[src/rtl/reset_sequencer.sv]
// Central reset generator: holds every domain in reset, releases them in order, re-issues on sw/wdt.
// Optional RESET_SEQ_SYNC_IN_EN adds 2-flop synchronisers on sw_req, kick and wdt_en.
module reset_sequencer #(
  parameter int N_STAGES     = 3,
  parameter int HOLD_CYCLES  = 511,
  parameter int STAGE_GAP    = 16,
  parameter int WDT_CYCLES   = 65535,
  parameter int PULSE_CYCLES = 32
) (
  input  logic                clk,
  input  logic                rst,
  input  logic                sw_req,
  input  logic                kick,
  input  logic                wdt_en,
  output logic [N_STAGES-1:0] rst_stage,
  output logic                ready,
  output logic [1:0]          cause
);

  localparam int HG_MAX  = (HOLD_CYCLES > STAGE_GAP) ? HOLD_CYCLES : STAGE_GAP;
  localparam int CNT_MAX = (HG_MAX > PULSE_CYCLES) ? HG_MAX : PULSE_CYCLES;
  localparam int CNT_W   = $clog2(CNT_MAX) + 1;
  localparam int WDT_W   = $clog2(WDT_CYCLES) + 1;
  localparam int STG_W   = $clog2(N_STAGES + 1) + 1;

  typedef enum logic [1:0] {
    S_HOLD    = 2'd0,
    S_RELEASE = 2'd1,
    S_RUN     = 2'd2,
    S_PULSE   = 2'd3
  } state_t;

  logic sw_in, kick_in, wdt_en_in;

`ifdef RESET_SEQ_SYNC_IN_EN
  logic [2:0] sync1_q, sync2_q;

  always_ff @(posedge clk or posedge rst) begin
    if (rst) begin
      sync1_q <= '0;
      sync2_q <= '0;
    end else begin
      sync1_q <= {sw_req, kick, wdt_en};
      sync2_q <= sync1_q;
    end
  end

  assign {sw_in, kick_in, wdt_en_in} = sync2_q;
`else
  assign {sw_in, kick_in, wdt_en_in} = {sw_req, kick, wdt_en};
`endif

  state_t              state_q, state_d;
  logic [CNT_W-1:0]    cnt_q, cnt_d;
  logic [STG_W-1:0]    stg_q, stg_d;
  logic [WDT_W-1:0]    wdt_cnt_q, wdt_cnt_d;
  logic [N_STAGES-1:0] rst_stage_q, rst_stage_d;
  logic                ready_q, ready_d;
  logic [1:0]          cause_q, cause_d;
  logic                sw_prev_q, sw_prev_d;
  logic                sw_rise, wdt_exp, enter_pulse;

  always_ff @(posedge clk or posedge rst) begin
    if (rst) begin
      state_q     <= S_HOLD;
      cnt_q       <= '0;
      stg_q       <= '0;
      wdt_cnt_q   <= '0;
      rst_stage_q <= '1;
      ready_q     <= 1'b0;
      cause_q     <= 2'b00;
      sw_prev_q   <= 1'b0;
    end else begin
      state_q     <= state_d;
      cnt_q       <= cnt_d;
      stg_q       <= stg_d;
      wdt_cnt_q   <= wdt_cnt_d;
      rst_stage_q <= rst_stage_d;
      ready_q     <= ready_d;
      cause_q     <= cause_d;
      sw_prev_q   <= sw_prev_d;
    end
  end

  always_comb begin
    state_d     = state_q;
    cnt_d       = cnt_q;
    stg_d       = stg_q;
    wdt_cnt_d   = '0;
    rst_stage_d = rst_stage_q;
    ready_d     = ready_q;
    cause_d     = cause_q;
    sw_prev_d   = sw_in;
    enter_pulse = 1'b0;
    sw_rise     = sw_in & ~sw_prev_q;
    wdt_exp     = wdt_en_in & ~kick_in & (wdt_cnt_q == WDT_W'(WDT_CYCLES - 1));

    case (state_q)
      S_HOLD: begin
        if (cnt_q == CNT_W'(HOLD_CYCLES - 1)) begin
          cnt_d          = '0;
          rst_stage_d[0] = 1'b0;
          stg_d          = STG_W'(1);
          state_d        = S_RELEASE;
        end else begin
          cnt_d = cnt_q + CNT_W'(1);
        end
      end
      S_RELEASE: begin
        // stg_q is the index of the next stage to release; N_STAGES means all are out
        if (stg_q == STG_W'(N_STAGES)) begin
          ready_d = 1'b1;
          cnt_d   = '0;
          state_d = S_RUN;
        end else if (cnt_q == CNT_W'(STAGE_GAP - 1)) begin
          cnt_d = '0;
          for (int i = 0; i < N_STAGES; i++) begin
            if (STG_W'(i) == stg_q) rst_stage_d[i] = 1'b0;
          end
          stg_d = stg_q + STG_W'(1);
        end else begin
          cnt_d = cnt_q + CNT_W'(1);
        end
      end
      S_RUN: begin
        // sw has priority over the watchdog; a kick on the expiry edge masks it in wdt_exp
        if (sw_rise) begin
          cause_d     = 2'b01;
          enter_pulse = 1'b1;
        end else if (wdt_exp) begin
          cause_d     = 2'b10;
          enter_pulse = 1'b1;
        end else if (wdt_en_in && !kick_in) begin
          wdt_cnt_d = wdt_cnt_q + WDT_W'(1);
        end
      end
      S_PULSE: begin
        if (cnt_q == CNT_W'(PULSE_CYCLES - 1)) begin
          cnt_d   = '0;
          state_d = S_HOLD;
        end else begin
          cnt_d = cnt_q + CNT_W'(1);
        end
      end
      default: state_d = S_HOLD;
    endcase

    if (enter_pulse) begin
      state_d     = S_PULSE;
      rst_stage_d = '1;
      ready_d     = 1'b0;
      cnt_d       = '0;
      stg_d       = '0;
      wdt_cnt_d   = '0;
    end
  end

  assign rst_stage = rst_stage_q;
  assign ready     = ready_q;
  assign cause     = cause_q;

endmodule

[config.mk]
export PLATFORM = sky130hd
export DESIGN_NAME = reset_sequencer
export DESIGN_NICKNAME = d
export VERILOG_FILES = /design/src/rtl/reset_sequencer.sv
export SDC_FILE = /design/constraint.sdc
export NUM_CORES = 1
export LEC_CHECK = 0
export BUFFER_PORTS_ARGS = -buffer_cell sky130_fd_sc_hd__buf_2
export CAP_MARGIN = 10
export CELL_PAD_IN_SITES_DETAIL_PLACEMENT = 1
export CELL_PAD_IN_SITES_GLOBAL_PLACEMENT = 1
export CORE_MARGIN = 3
export CORE_UTILIZATION = 48
export DETAILED_ROUTE_END_ITERATION = 16
export GPL_TIMING_DRIVEN = 0
export MAX_ROUTING_LAYER = met4
export PLACE_DENSITY = 0.78
export SLEW_MARGIN = 10
export SYNTH_ARGS = -nofsm -noshare
export SYNTH_HDL_FRONTEND = slang
export SYNTH_SLANG_ARGS = --single-unit
[constraint.sdc]
create_clock -name clk -period 3 [get_ports clk]
set_input_delay 0.15 -clock clk [delete_from_list [all_inputs] [get_ports clk]]
set_output_delay 0.15 -clock clk [all_outputs]
set_load 0.03 [all_outputs]
==> results of run 1 <==
-- registers in the layout, summed over array words and instances (netlist names) --
| register | cells |
|---|---|
| cause | 2 |
| cnt_q | 10 |
| ready | 1 |
| rst_stage | 3 |
| state_q | 2 |
| stg_q | 3 |
| sw_prev_q | 1 |
| wdt_cnt_q | 17 |
-- final timing paths --
kind / endpoint / slack [ps]
max: stg_q[2] / 500
min: state_q[0] / 10
max reg2reg: stg_q[2] / 500
min reg2reg: rst_stage[0] / 480
max in group asynchronous: cause[1] / 2450
min in group clk: wdt_cnt_q[4] / 360
-- power by group through the flow --
stage	clock network [mW]	registers (mW)	logic, mW
3_5_place_dp	0	0.756	0.571
4_1_cts	0.366	0.747	0.580
5_1_grt	0.385	0.769	0.646
3_3_place_gp	0	0.745	0.543
2_1_floorplan	0	0.782	0.391
6_report	0.352	0.747	0.572
-- layer usage --
layer  GRT usage [%]  vias to the layer above  wire (um)
li1                -                      772          -
met1           25.95                      811       2116
met2           34.87                       14       2458
met3           4.683                        7        126
met4           6.557                        0         65
met5               -                        -          0
-- critical path: cells and delay by family (launching register included) --
family                     cells  cell delay (ps)
AOI/OAI and AO/OA              1              230
DFF                            1              410
and+or+nand+nor                3             1190
muxes                          1              320
adders and majority gates      1              240
-- cell usage after synthesis, types with 2 or more instances --
cell type	count	share of area (%)
sky130_fd_sc_hd__nor2b_1	2	0.58
sky130_fd_sc_hd__a22oi_1	2	0.70
sky130_fd_sc_hd__o221ai_1	2	0.82
sky130_fd_sc_hd__ha_1	9	5.3
sky130_fd_sc_hd__nand2_1	15	2.6
sky130_fd_sc_hd__nor2_1	26	4.6
sky130_fd_sc_hd__inv_1	11	1.9
sky130_fd_sc_hd__nor3_1	2	0.47
sky130_fd_sc_hd__nand4b_1	2	0.82
sky130_fd_sc_hd__mux2i_1	4	1.9
sky130_fd_sc_hd__and2b_2	2	0.82
sky130_fd_sc_hd__dfstp_2	3	3.7
sky130_fd_sc_hd__nand4_1	7	2.0
sky130_fd_sc_hd__nand3_1	12	2.8
sky130_fd_sc_hd__a21o_1	4	1.4
sky130_fd_sc_hd__o21ai_0	6	1.4
sky130_fd_sc_hd__xnor2_1	7	2.9
sky130_fd_sc_hd__o2bb2ai_1	3	1.2
sky130_fd_sc_hd__and3_1	5	1.5
sky130_fd_sc_hd__nand2b_1	6	1.8
sky130_fd_sc_hd__clkbuf_1	3	0.53
sky130_fd_sc_hd__and4_1	2	0.82
sky130_fd_sc_hd__xor2_1	10	4.1
sky130_fd_sc_hd__dfrtp_1	36	42
sky130_fd_sc_hd__a21oi_1	5	1.2
-- cells in the final DEF (no fill, tap or decap), types with 7 or more instances in the layout --
cell	count
sky130_fd_sc_hd__ha_1	9
sky130_fd_sc_hd__nand4_1	7
sky130_fd_sc_hd__nand2_1	15
sky130_fd_sc_hd__inv_1	10
sky130_fd_sc_hd__xnor2_1	7
sky130_fd_sc_hd__xor2_1	10
sky130_fd_sc_hd__nor2_1	26
sky130_fd_sc_hd__dfrtp_1	36
sky130_fd_sc_hd__nand3_1	12
sky130_fd_sc_hd__buf_2	10
-- logic make-up (layout without fill, tap and decap cells) --
logic type	count (synthesis)	after routing	share of synthesized area [%]
AO/OA/AOI/OAI	32	32	11.40
buffers and inverters	17	36	3.565
adder cells (fa/ha/maj)	9	9	5.260
flip-flops	39	39	45.76
AND/OR/NAND/NOR	93	93	24.49
multiplexers	5	5	2.571
XOR/XNOR	17	17	6.955
-- per-stage QoR --
| step | cells | utilization, % |
|---|---|---|
| floorplan | 212 | - |
| detailed placement | 272 | 54.38 |
| CTS | 281 | 56.58 |
| global route | 281 | 56.58 |
| finish | 281 | 56.58 |
| global placement | 272 | 54.38 |
-- final cells by class --
class / instances / area share [%]
plain buffers: 6 / 1.494
clock buffers: 7 / 3.255
clock inverters: 1 / 0.2134
inverters: 11 / 1.761
multi-input cells: 156 / 46.26
flip-flops and latches: 39 / 41.78
well taps: 50 / 2.668
repair buffers: 11 / 2.561
==> qor.json, run 1 <==
{
  "status": {"value": "complete, no violations"},
  "antenna-diode-count": {"value": 0},
  "groute.usage.overall": {"value": 21.17, "unit": "%"},
  "maxSlewViolCount": {"value": 0},
  "finalWorstSetupSlack": {"value": 499.2, "unit": "ps"},
  "clock_skew": {"value": 11.27, "unit": "ps"},
  "detail-route-antenna-nets": {"value": 0},
  "quantity_of_i_o_buffers_inserted_on_ports": {"value": 10},
  "placeableCoreArea": {"value": 0.004144, "unit": "mm2"},
  "worst_hold_slack": {"value": 12.49, "unit": "ps"},
  "io_pins": {"value": 11},
  "number_of_enable_flip_flop_cells_after_synthesis": {"value": 0},
  "clkSlewWorstSetupHoldPaths": {"value": 80, "unit": "ps"},
  "detailedRoute.firstIterationViolations": {"value": 71},
  "areaGrowthSynthToFinish": {"value": 9.527, "unit": "%"},
  "dp_hpwl": {"value": 3.409, "unit": "mm"},
  "critPathCaptureType": {"value": "flop"},
  "clock_tree.root_cell": {"value": "sky130_fd_sc_hd__clkbuf_8"},
  "grt_start_max_net_pins": {"value": 40},
  "yosys_register_bits": {"value": 39},
  "timing.max_slew.rel_slack": {"value": 43.92, "unit": "%"},
  "wire_per_inst": {"value": 16.96, "unit": "um"},
  "die_w": {"value": 72.79, "unit": "um"},
  "timing_hold_violations_final": {"value": 0},
  "synth-seq-area-share": {"value": 45.76, "unit": "%"},
  "finalSetupTns": {"value": 0, "unit": "ps"},
  "total_leakage_power": {"value": 1.009, "unit": "nW"},
  "pwr-share-seq": {"value": 44.7, "unit": "%"},
  "synthesis.area_per_instance": {"value": 10.10, "unit": "um2"},
  "syn-instance-count": {"value": 212},
  "worst-r2r-cell-count": {"value": 6},
  "ys_dominant_reg_cell": {"value": "sky130_fd_sc_hd__dfrtp_1"},
  "worst_setup_startpoint": {"value": "cnt_q[0]"},
  "fillers": {"value": 484},
  "combined_flip_flop_and_latch_cell_area": {"value": 979.7, "unit": "um2"},
  "tritoncts.num_buffers": {"value": 5},
  "power_switching_share": {"value": 37.67, "unit": "%"},
  "die-area": {"value": 0.005298, "unit": "mm2"},
  "finalWeightedCongestion": {"value": 0.7854},
  "grt_pass1_wl": {"value": 8.473, "unit": "mm"},
  "timing_worst_slew_pin_value": {"value": 840.0, "unit": "ps"},
  "r2r_start": {"value": "cnt_q[0]"},
  "postPlaceCellArea": {"value": 0.002253, "unit": "mm2"},
  "vias": {"value": 1604},
  "post-layout-total-power": {"value": 1.671, "unit": "mW"},
  "timing.critical_path.from_type": {"value": "flop"},
  "multiInputGateArea": {"value": 0.001085, "unit": "mm2"},
  "wl": {"value": 4.766, "unit": "mm"},
  "post_cts_resize_count": {"value": 0},
  "worstHoldPathType": {"value": "in -> async"},
  "clock_latency_reported_for_the_late_side_of_the_worst_skew_pair": {"value": 300, "unit": "ps"},
  "detail_route.first_pass.iterations": {"value": 4},
  "syn-num-nets": {"value": 226},
  "cts_hold_buffers": {"value": 1},
  "finalInstanceArea": {"value": 0.002345, "unit": "mm2"},
  "placement_rows": {"value": 23},
  "cp_slowest_stage_delay": {"value": 500, "unit": "ps"},
  "synth.lib_cells_used.distinct": {"value": 51},
  "dp_worst_setup_slack": {"value": 510.9, "unit": "ps"},
  "final-setup-viol-count": {"value": 0},
  "synth_async_sr_flop_share": {"value": 100.0, "unit": "%"},
  "grt_antenna_before_repair": {"value": 0},
  "clk_path_buf_depth": {"value": 2},
  "synth-warning-count": {"value": 0},
  "grt-ovfl-total": {"value": 0},
  "drcViolationCount": {"value": 0},
  "p_switching": {"value": 0.6294, "unit": "mW"},
  "power-per-cell-area": {"value": 712.5, "unit": "mW/mm2"},
  "clock_power_share": {"value": 21.0, "unit": "%"},
  "power.share.combinational": {"value": 34.2, "unit": "%"},
  "routed_via_density": {"value": 5.708},
  "post-cts-setup-buffer-count": {"value": 0},
  "achievable-frequency": {"value": 399.9, "unit": "MHz"},
  "max_h_tree_level": {"value": 2},
  "arrival_time_reported_for_the_critical_path_endpoint": {"value": 2680, "unit": "ps"},
  "worst_path_cell_with_the_longest_stage_delay": {"value": "sky130_fd_sc_hd__or4b_4"},
  "post_synth_instance_area": {"value": 0.002141, "unit": "mm2"},
  "cts.sinks": {"value": 39},
  "cp_cell_sequence": {"value": "ha_1, or4b_4, or2_4, or4_4, a21oi_4, mux2_4"},
  "number_of_global_route_vias_before_repair": {"value": 1747},
  "worst_ir_drop_vdd": {"value": 325.7, "unit": "uV"},
  "worstPathMaxFanout": {"value": 5},
  "period_share": {"value": 83.36, "unit": "%"},
  "die_height": {"value": 72.79, "unit": "um"},
  "start_util": {"value": 51.66, "unit": "%"},
  "required_time_reported_for_the_critical_path_endpoint": {"value": 3180, "unit": "ps"},
  "internal-power": {"value": 1.041, "unit": "mW"},
  "timing.final.crit_period": {"value": 2501, "unit": "ps"},
  "cts_tree": {"value": "yes"},
  "final_net_count": {"value": 244},
  "critPathKind": {"value": "reg -> reg"},
  "layout-drive-gt1-share": {"value": 17.32, "unit": "%"},
  "rsz0062_at_grt": {"value": "false"},
  "maxCapViolations": {"value": 0}
}
No activity file was read; power rests on OpenSTA's default activity.
==> run 2: changes to the inputs <==
ABC_AREA = 1   (was unset)
CORE_UTILIZATION = 46   (was 48)
PLACE_DENSITY = 0.77   (was 0.78)
clock period = 2.45 ns   (was 3 ns; I/O delays follow)
==> qor.json, run 2 <==
{
  "biggestRegsByFlops": {"value": "wdt_cnt_q: 17 flops, cnt_q: 10 flops"},
  "final-setup-viol-count": {"value": 0},
  "worst_hold_slack": {"value": 119.1, "unit": "ps"},
  "die-area": {"value": 0.005807, "unit": "mm2"},
  "layout.cells.non_filler": {"value": 348},
  "total_leakage_power": {"value": 1.069, "unit": "nW"},
  "placement_rows": {"value": 24},
  "critPathKind": {"value": "reg -> reg"},
  "power-per-cell-area": {"value": 516.5, "unit": "mW/mm2"},
  "yosysMostFrequentCell": {"value": "sky130_fd_sc_hd__nand2_1"},
  "dp_hpwl": {"value": 3.570, "unit": "mm"},
  "timing.final.crit_period": {"value": 1727, "unit": "ps"},
  "worstHoldPathType": {"value": "in -> reg"},
  "wl": {"value": 4.794, "unit": "mm"},
  "worst_ir_drop_vdd": {"value": 313.4, "unit": "uV"},
  "mostFrequentLayoutCell": {"value": "sky130_fd_sc_hd__nand2_1"},
  "achievable-frequency": {"value": 579.0, "unit": "MHz"},
  "wire_per_inst": {"value": 13.78, "unit": "um"},
  "number_of_enable_flip_flop_cells_after_synthesis": {"value": 0},
  "mostFrequentLayoutCells": {"value": "sky130_fd_sc_hd__nand2_1, sky130_fd_sc_hd__dfrtp_1, sky130_fd_sc_hd__inv_1"},
  "grt_pass1_wl": {"value": 8.714, "unit": "mm"},
  "synth_area_leader_cell": {"value": "sky130_fd_sc_hd__dfrtp_1"},
  "synth_top_cells_by_count": {"value": "sky130_fd_sc_hd__nand2_1, sky130_fd_sc_hd__dfrtp_1, sky130_fd_sc_hd__inv_1"},
  "cts_tree": {"value": "yes"},
  "finalWeightedCongestion": {"value": 0.7837},
  "synth_async_sr_flop_share": {"value": 100.0, "unit": "%"},
  "start_util": {"value": 49.67, "unit": "%"},
  "synthesis.area_per_instance": {"value": 8.653, "unit": "um2"},
  "die_w": {"value": 76.21, "unit": "um"},
  "placeableCoreArea": {"value": 0.004564, "unit": "mm2"},
  "rsz0062_at_grt": {"value": "false"},
  "quantity_of_i_o_buffers_inserted_on_ports": {"value": 10},
  "detail_route.first_pass.iterations": {"value": 4},
  "maxCapViolations": {"value": 0},
  "largest_reg_flops": {"value": 17},
  "syn-num-nets": {"value": 276},
  "vias": {"value": 1755},
  "yosys_register_bits": {"value": 39},
  "period_share": {"value": 70.50, "unit": "%"},
  "post_cts_resize_count": {"value": 0},
  "largest-register": {"value": "wdt_cnt_q"},
  "critPathCaptureType": {"value": "flop"},
  "timing.max_slew.rel_slack": {"value": 73.17, "unit": "%"},
  "antenna-diode-count": {"value": 0},
  "grt_antenna_before_repair": {"value": 0},
  "die_height": {"value": 76.21, "unit": "um"},
  "clock_tree.root_cell": {"value": "sky130_fd_sc_hd__clkbuf_8"},
  "timing_hold_violations_final": {"value": 0},
  "cp_cell_sequence": {"value": "ha_1, nand2_1, nor2_2, inv_1, nor2_2, nand2_1, nand3_1, nand3_1, nand2_2, o22ai_1"},
  "final_net_count": {"value": 296},
  "clock_latency_reported_for_the_late_side_of_the_worst_skew_pair": {"value": 300, "unit": "ps"},
  "layout-drive-gt1-share": {"value": 22.61, "unit": "%"},
  "fillers": {"value": 547},
  "status": {"value": "complete, no violations"},
  "synth_top_area_share": {"value": 39.74, "unit": "%"},
  "grt_start_max_net_pins": {"value": 34},
  "routed_via_density": {"value": 5.043},
  "areaGrowthSynthToFinish": {"value": 13.41, "unit": "%"},
  "maxSlewViolCount": {"value": 0},
  "io_pins": {"value": 11},
  "cp_slowest_stage_delay": {"value": 400, "unit": "ps"},
  "placed_cells_incl_taps": {"value": 338},
  "synth.lib_cells_used.distinct": {"value": 32},
  "synth-seq-area-share": {"value": 43.21, "unit": "%"},
  "cts.sinks": {"value": 39},
  "detailedRoute.firstIterationViolations": {"value": 105},
  "finalSetupTns": {"value": 0, "unit": "ps"},
  "groute.usage.overall": {"value": 18.94, "unit": "%"},
  "clk_path_buf_depth": {"value": 2},
  "drcViolationCount": {"value": 0},
  "syn-instance-count": {"value": 262},
  "detail-route-antenna-nets": {"value": 0},
  "required_time_reported_for_the_critical_path_endpoint": {"value": 2630, "unit": "ps"},
  "tritoncts.num_buffers": {"value": 5},
  "post-cts-setup-buffer-count": {"value": 0},
  "ys_dominant_reg_cell": {"value": "sky130_fd_sc_hd__dfrtp_1"},
  "clkSlewWorstSetupHoldPaths": {"value": 80, "unit": "ps"},
  "number_of_global_route_vias_before_repair": {"value": 1855},
  "max_h_tree_level": {"value": 2},
  "post_synth_instance_area": {"value": 0.002267, "unit": "mm2"},
  "cts_hold_buffers": {"value": 2},
  "arrival_time_reported_for_the_critical_path_endpoint": {"value": 1910, "unit": "ps"},
  "timing.critical_path.from_type": {"value": "flop"},
  "clock_skew": {"value": 7.233, "unit": "ps"},
  "timing_worst_slew_pin_value": {"value": 400.9, "unit": "ps"},
  "worstPathMaxFanout": {"value": 7},
  "grt-ovfl-total": {"value": 0},
  "worst_path_cell_with_the_longest_stage_delay": {"value": "sky130_fd_sc_hd__dfrtp_1"},
  "yosys-top-cells-area": {"value": "sky130_fd_sc_hd__dfrtp_1, sky130_fd_sc_hd__nand2_1, sky130_fd_sc_hd__nand3_1"},
  "synth-warning-count": {"value": 0}
}
run 2: cell families (layout without fill, tap and decap cells):
group / after synthesis / after routing / synth area share (%)
buf+inv: 34 / 55 / 6.126
xor+xnor: 13 / 13 / 5.022
fa+ha+maj: 9 / 9 / 4.967
compound gates: 31 / 31 / 8.941
simple gates: 136 / 136 / 31.73
flops: 39 / 39 / 43.21
run 2: layout make-up:
class / count / area [um2] / area share [%]
well taps: 65 / 81.33 / 3.163
inverters: 33 / 123.9 / 4.818
multi-input cells: 189 / 1149 / 44.67
plain buffers: 1 / 15.01 / 0.5839
repair buffers: 13 / 90.09 / 3.504
clock inverters: 2 / 60.06 / 2.336
clock buffers: 6 / 72.57 / 2.822
flip-flops and latches: 39 / 979.7 / 38.10
run 2: layer usage:
metal / vias to the layer above / global-route usage [%] / share of wire, %
met2: 17 / 28.82 / 46
met3: 5 / 3.901 / 2.7
met4: 0 / 4.891 / 1.1
met5: - / - / 0
met1: 839 / 25.84 / 50
li1: 894 / - / -
run 2: worst paths after layout:
kind | from | end | slack, ps | cells after the start
min in group asynchronous | rst | wdt_cnt_q[6] | 260 | 3
worst min register to register | rst_stage[0] | rst_stage[0] | 470 | 2
worst max register to register | cnt_q[1] | cnt_q[9] | 720 | 10
worst min-delay path | kick | wdt_cnt_q[15] | 120 | 4
worst max-delay path | cnt_q[1] | cnt_q[9] | 720 | 10
max in group asynchronous | rst | rst_stage[1] | 1700 | 4
run 2: report_power, final:
| group | internal, mW | switching [mW] | total, mW | leakage (nW) |
|---|---|---|---|---|
| combinational | 0.0117 | 0.0223 | 0.0339 | 0.481 |
| clock | 0.407 | 0.242 | 0.650 | 0.0654 |
| sequential | 0.644 | 0.000192 | 0.644 | 0.522 |
| total | 1.06 | 0.265 | 1.33 | 1.07 |
run 2: stage by stage:
| step | area [um2] | utilization (%) | total power [mW] | setup slack (ps) |
|---|---|---|---|---|
| floorplan | 2267 | - | 0.6761 | 979.8 |
| global placement | 2399 | 52.55 | 0.6854 | 747.7 |
| detailed placement | 2419 | 52.99 | 0.6900 | 719.6 |
| CTS | 2571 | 56.33 | 1.343 | 692.0 |
| global route | 2571 | 56.33 | 1.378 | 562.9 |
| finish | 2571 | 56.33 | 1.328 | 722.8 |
run 2: worst max-delay path, delay by kind of cell (launching register included):
family | cells | cell delay, ps
compound gates | 1 | 90
flops | 1 | 400
fa+ha+maj | 1 | 210
buf+inv | 1 | 90
simple gates | 7 | 810
==> run 3: changes to the inputs <==
CORE_UTILIZATION = 42   (was 46)
PLACE_DENSITY = 0.74   (was 0.77)
clock period = 1.52 ns   (was 2.45 ns; I/O delays follow)
==> qor.json, run 3 (synthesis results as in run 2) <==
{
  "antenna-diode-count": {"value": 0},
  "cts_tree": {"value": "yes"},
  "rsz0062_at_grt": {"value": "true"},
  "mostFrequentLayoutCells": {"value": "sky130_fd_sc_hd__nand2_1, sky130_fd_sc_hd__dfrtp_1, sky130_fd_sc_hd__inv_1"},
  "placement_rows": {"value": 26},
  "power-per-cell-area": {"value": 665.3, "unit": "mW/mm2"},
  "grt_start_max_net_pins": {"value": 23},
  "quantity_of_i_o_buffers_inserted_on_ports": {"value": 10},
  "grt_pass1_wl": {"value": 9.446, "unit": "mm"},
  "largest_reg_flops": {"value": 17},
  "failed_checks": {"value": "setup timing"},
  "mostFrequentLayoutCell": {"value": "sky130_fd_sc_hd__nand2_1"},
  "maxSlewViolCount": {"value": 0},
  "placeableCoreArea": {"value": 0.005172, "unit": "mm2"},
  "biggestRegsByFlops": {"value": "wdt_cnt_q: 17 flops, cnt_q: 10 flops"},
  "status": {"value": "finished, violations left"},
  "timing_hold_violations_final": {"value": 0},
  "final-setup-viol-count": {"value": 25},
  "timing_worst_slew_pin_value": {"value": 465.1, "unit": "ps"},
  "timing.final.crit_period": {"value": 1601, "unit": "ps"},
  "worst_hold_slack": {"value": 79.18, "unit": "ps"},
  "grt_antenna_before_repair": {"value": 0},
  "wl": {"value": 5.584, "unit": "mm"},
  "drcViolationCount": {"value": 0},
  "areaGrowthSynthToFinish": {"value": 25.77, "unit": "%"},
  "critPathKind": {"value": "reg -> reg"},
  "clk_path_buf_depth": {"value": 2},
  "vias": {"value": 1865},
  "io_pins": {"value": 11},
  "total_leakage_power": {"value": 1.177, "unit": "nW"},
  "timing.critical_path.from_type": {"value": "flop"},
  "finalWeightedCongestion": {"value": 0.8136},
  "worst_ir_drop_vdd": {"value": 483.7, "unit": "uV"},
  "number_of_global_route_vias_before_repair": {"value": 1993},
  "clock_skew": {"value": 4.652, "unit": "ps"},
  "arrival_time_reported_for_the_critical_path_endpoint": {"value": 1770, "unit": "ps"},
  "dp_worst_setup_slack": {"value": -194.3, "unit": "ps"},
  "critPathCaptureType": {"value": "flop"},
  "tritoncts.num_buffers": {"value": 5},
  "required_time_reported_for_the_critical_path_endpoint": {"value": 1690, "unit": "ps"},
  "finalInstanceArea": {"value": 0.002851, "unit": "mm2"},
  "groute.usage.overall": {"value": 19.68, "unit": "%"},
  "routed_via_density": {"value": 5.013},
  "final_net_count": {"value": 315},
  "worstHoldPathType": {"value": "in -> reg"},
  "worstPathMaxFanout": {"value": 7},
  "maxCapViolations": {"value": 0},
  "timing.max_slew.rel_slack": {"value": 68.95, "unit": "%"},
  "layout-drive-gt1-share": {"value": 37.09, "unit": "%"},
  "detail-route-antenna-nets": {"value": 0},
  "clkSlewWorstSetupHoldPaths": {"value": 80, "unit": "ps"},
  "grt-ovfl-total": {"value": 0},
  "die_height": {"value": 79.47, "unit": "um"},
  "dp_hpwl": {"value": 3.624, "unit": "mm"},
  "largest-register": {"value": "wdt_cnt_q"},
  "achievable-frequency": {"value": 624.7, "unit": "MHz"},
  "cts.sinks": {"value": 39},
  "detail_route.first_pass.iterations": {"value": 4},
  "die_w": {"value": 79.47, "unit": "um"},
  "die-area": {"value": 0.006315, "unit": "mm2"},
  "postPlaceCellArea": {"value": 0.002432, "unit": "mm2"},
  "wire_per_inst": {"value": 15.01, "unit": "um"},
  "max_h_tree_level": {"value": 2},
  "start_util": {"value": 43.83, "unit": "%"},
  "detailedRoute.firstIterationViolations": {"value": 74},
  "clock_tree.root_cell": {"value": "sky130_fd_sc_hd__clkbuf_8"},
  "finalWorstSetupSlack": {"value": -80.81, "unit": "ps"},
  "clock_latency_reported_for_the_late_side_of_the_worst_skew_pair": {"value": 290, "unit": "ps"},
  "period_share": {"value": 105.3, "unit": "%"}
}
[run 3: changes by cell type in the layout (fill, tap and decap cells not counted), moves of 3 or more]
cell / delta
sky130_fd_sc_hd__buf_4: +19
sky130_fd_sc_hd__ha_1: -4
sky130_fd_sc_hd__ha_2: +3
sky130_fd_sc_hd__inv_1: -3
sky130_fd_sc_hd__inv_2: +3
sky130_fd_sc_hd__nand2_1: -7
sky130_fd_sc_hd__nand2_2: +5
sky130_fd_sc_hd__nand3_1: -5
sky130_fd_sc_hd__nand3_2: +4
sky130_fd_sc_hd__nor2_1: -3
sky130_fd_sc_hd__nor2_4: +4
sky130_fd_sc_hd__o21ai_0: -6
sky130_fd_sc_hd__o21ai_1: +5
[run 3: routing by layer]
layer,vias to the layer above,GRT usage [%],share of wire (%)
met3,6,3.047,1.5
met1,908,25.07,45
met5,-,-,0
met4,0,6.186,1.3
li1,937,-,-
met2,14,32.22,52
[run 3: final timing paths]
path                              startpoint       endpoint  slack (ps)  cells past startpoint
worst max-delay path                cnt_q[0]       cnt_q[7]         -80                      8
worst min-delay path                    kick  wdt_cnt_q[14]          80                      4
worst max register to register      cnt_q[0]       cnt_q[7]         -80                      8
worst min register to register  rst_stage[0]   rst_stage[0]         480                      2
max in group asynchronous                rst   rst_stage[2]         620                      4
min in group asynchronous                rst   wdt_cnt_q[2]         350                      3
[run 3: cell type report]
type                    count  area (um2)
fillers                   609        2321
multi-input cells         189        1299
flip-flops and latches     39       980.9
repair buffers             32       240.2
inverters                  33       123.9
clock buffers               8       100.1
well taps                  70       87.58
plain buffers               1       20.02
[run 3: worst max-delay path, stage by stage (launching register included)]
cell and delay (ps):
sky130_fd_sc_hd__dfrtp_1 410, sky130_fd_sc_hd__ha_2 210, sky130_fd_sc_hd__nand2_2 70, sky130_fd_sc_hd__nor2_4 150, sky130_fd_sc_hd__nand2_1 100, sky130_fd_sc_hd__o21bai_2 200
sky130_fd_sc_hd__nand3_2 130, sky130_fd_sc_hd__nand2_4 140, sky130_fd_sc_hd__o22ai_1 80
[run 3: repair_timing]
item                                   CTS  global route
pin swaps                               11            12
hold buffers                             2             0
buffers inserted                        13             6
setup endpoints to repair               35            38
endpoints found under the hold margin   18             0
gates resized for setup                 19            27
[run 3: where the power goes]
group,internal (mW),switching [mW],total (mW),leakage (nW)
Sequential,1.04,0.000471,1.04,0.522
Clock,0.415,0.378,0.793,0.0515
Combinational,0.0258,0.0398,0.0656,0.603
Total,1.48,0.418,1.90,1.18
[run 3: stage by stage]
stage / util, % / TNS [ps] / total power, mW / cells
after floorplan: - / 0 / 1.090 / 262
after global placement: 46.49 / -5907 / 1.105 / 342
after detailed placement: 47.02 / -4136 / 1.116 / 343
after CTS: 52.71 / -1433 / 1.918 / 366
after global routing: 55.13 / -4644 / 1.963 / 372
final: 55.13 / -1199 / 1.897 / 372
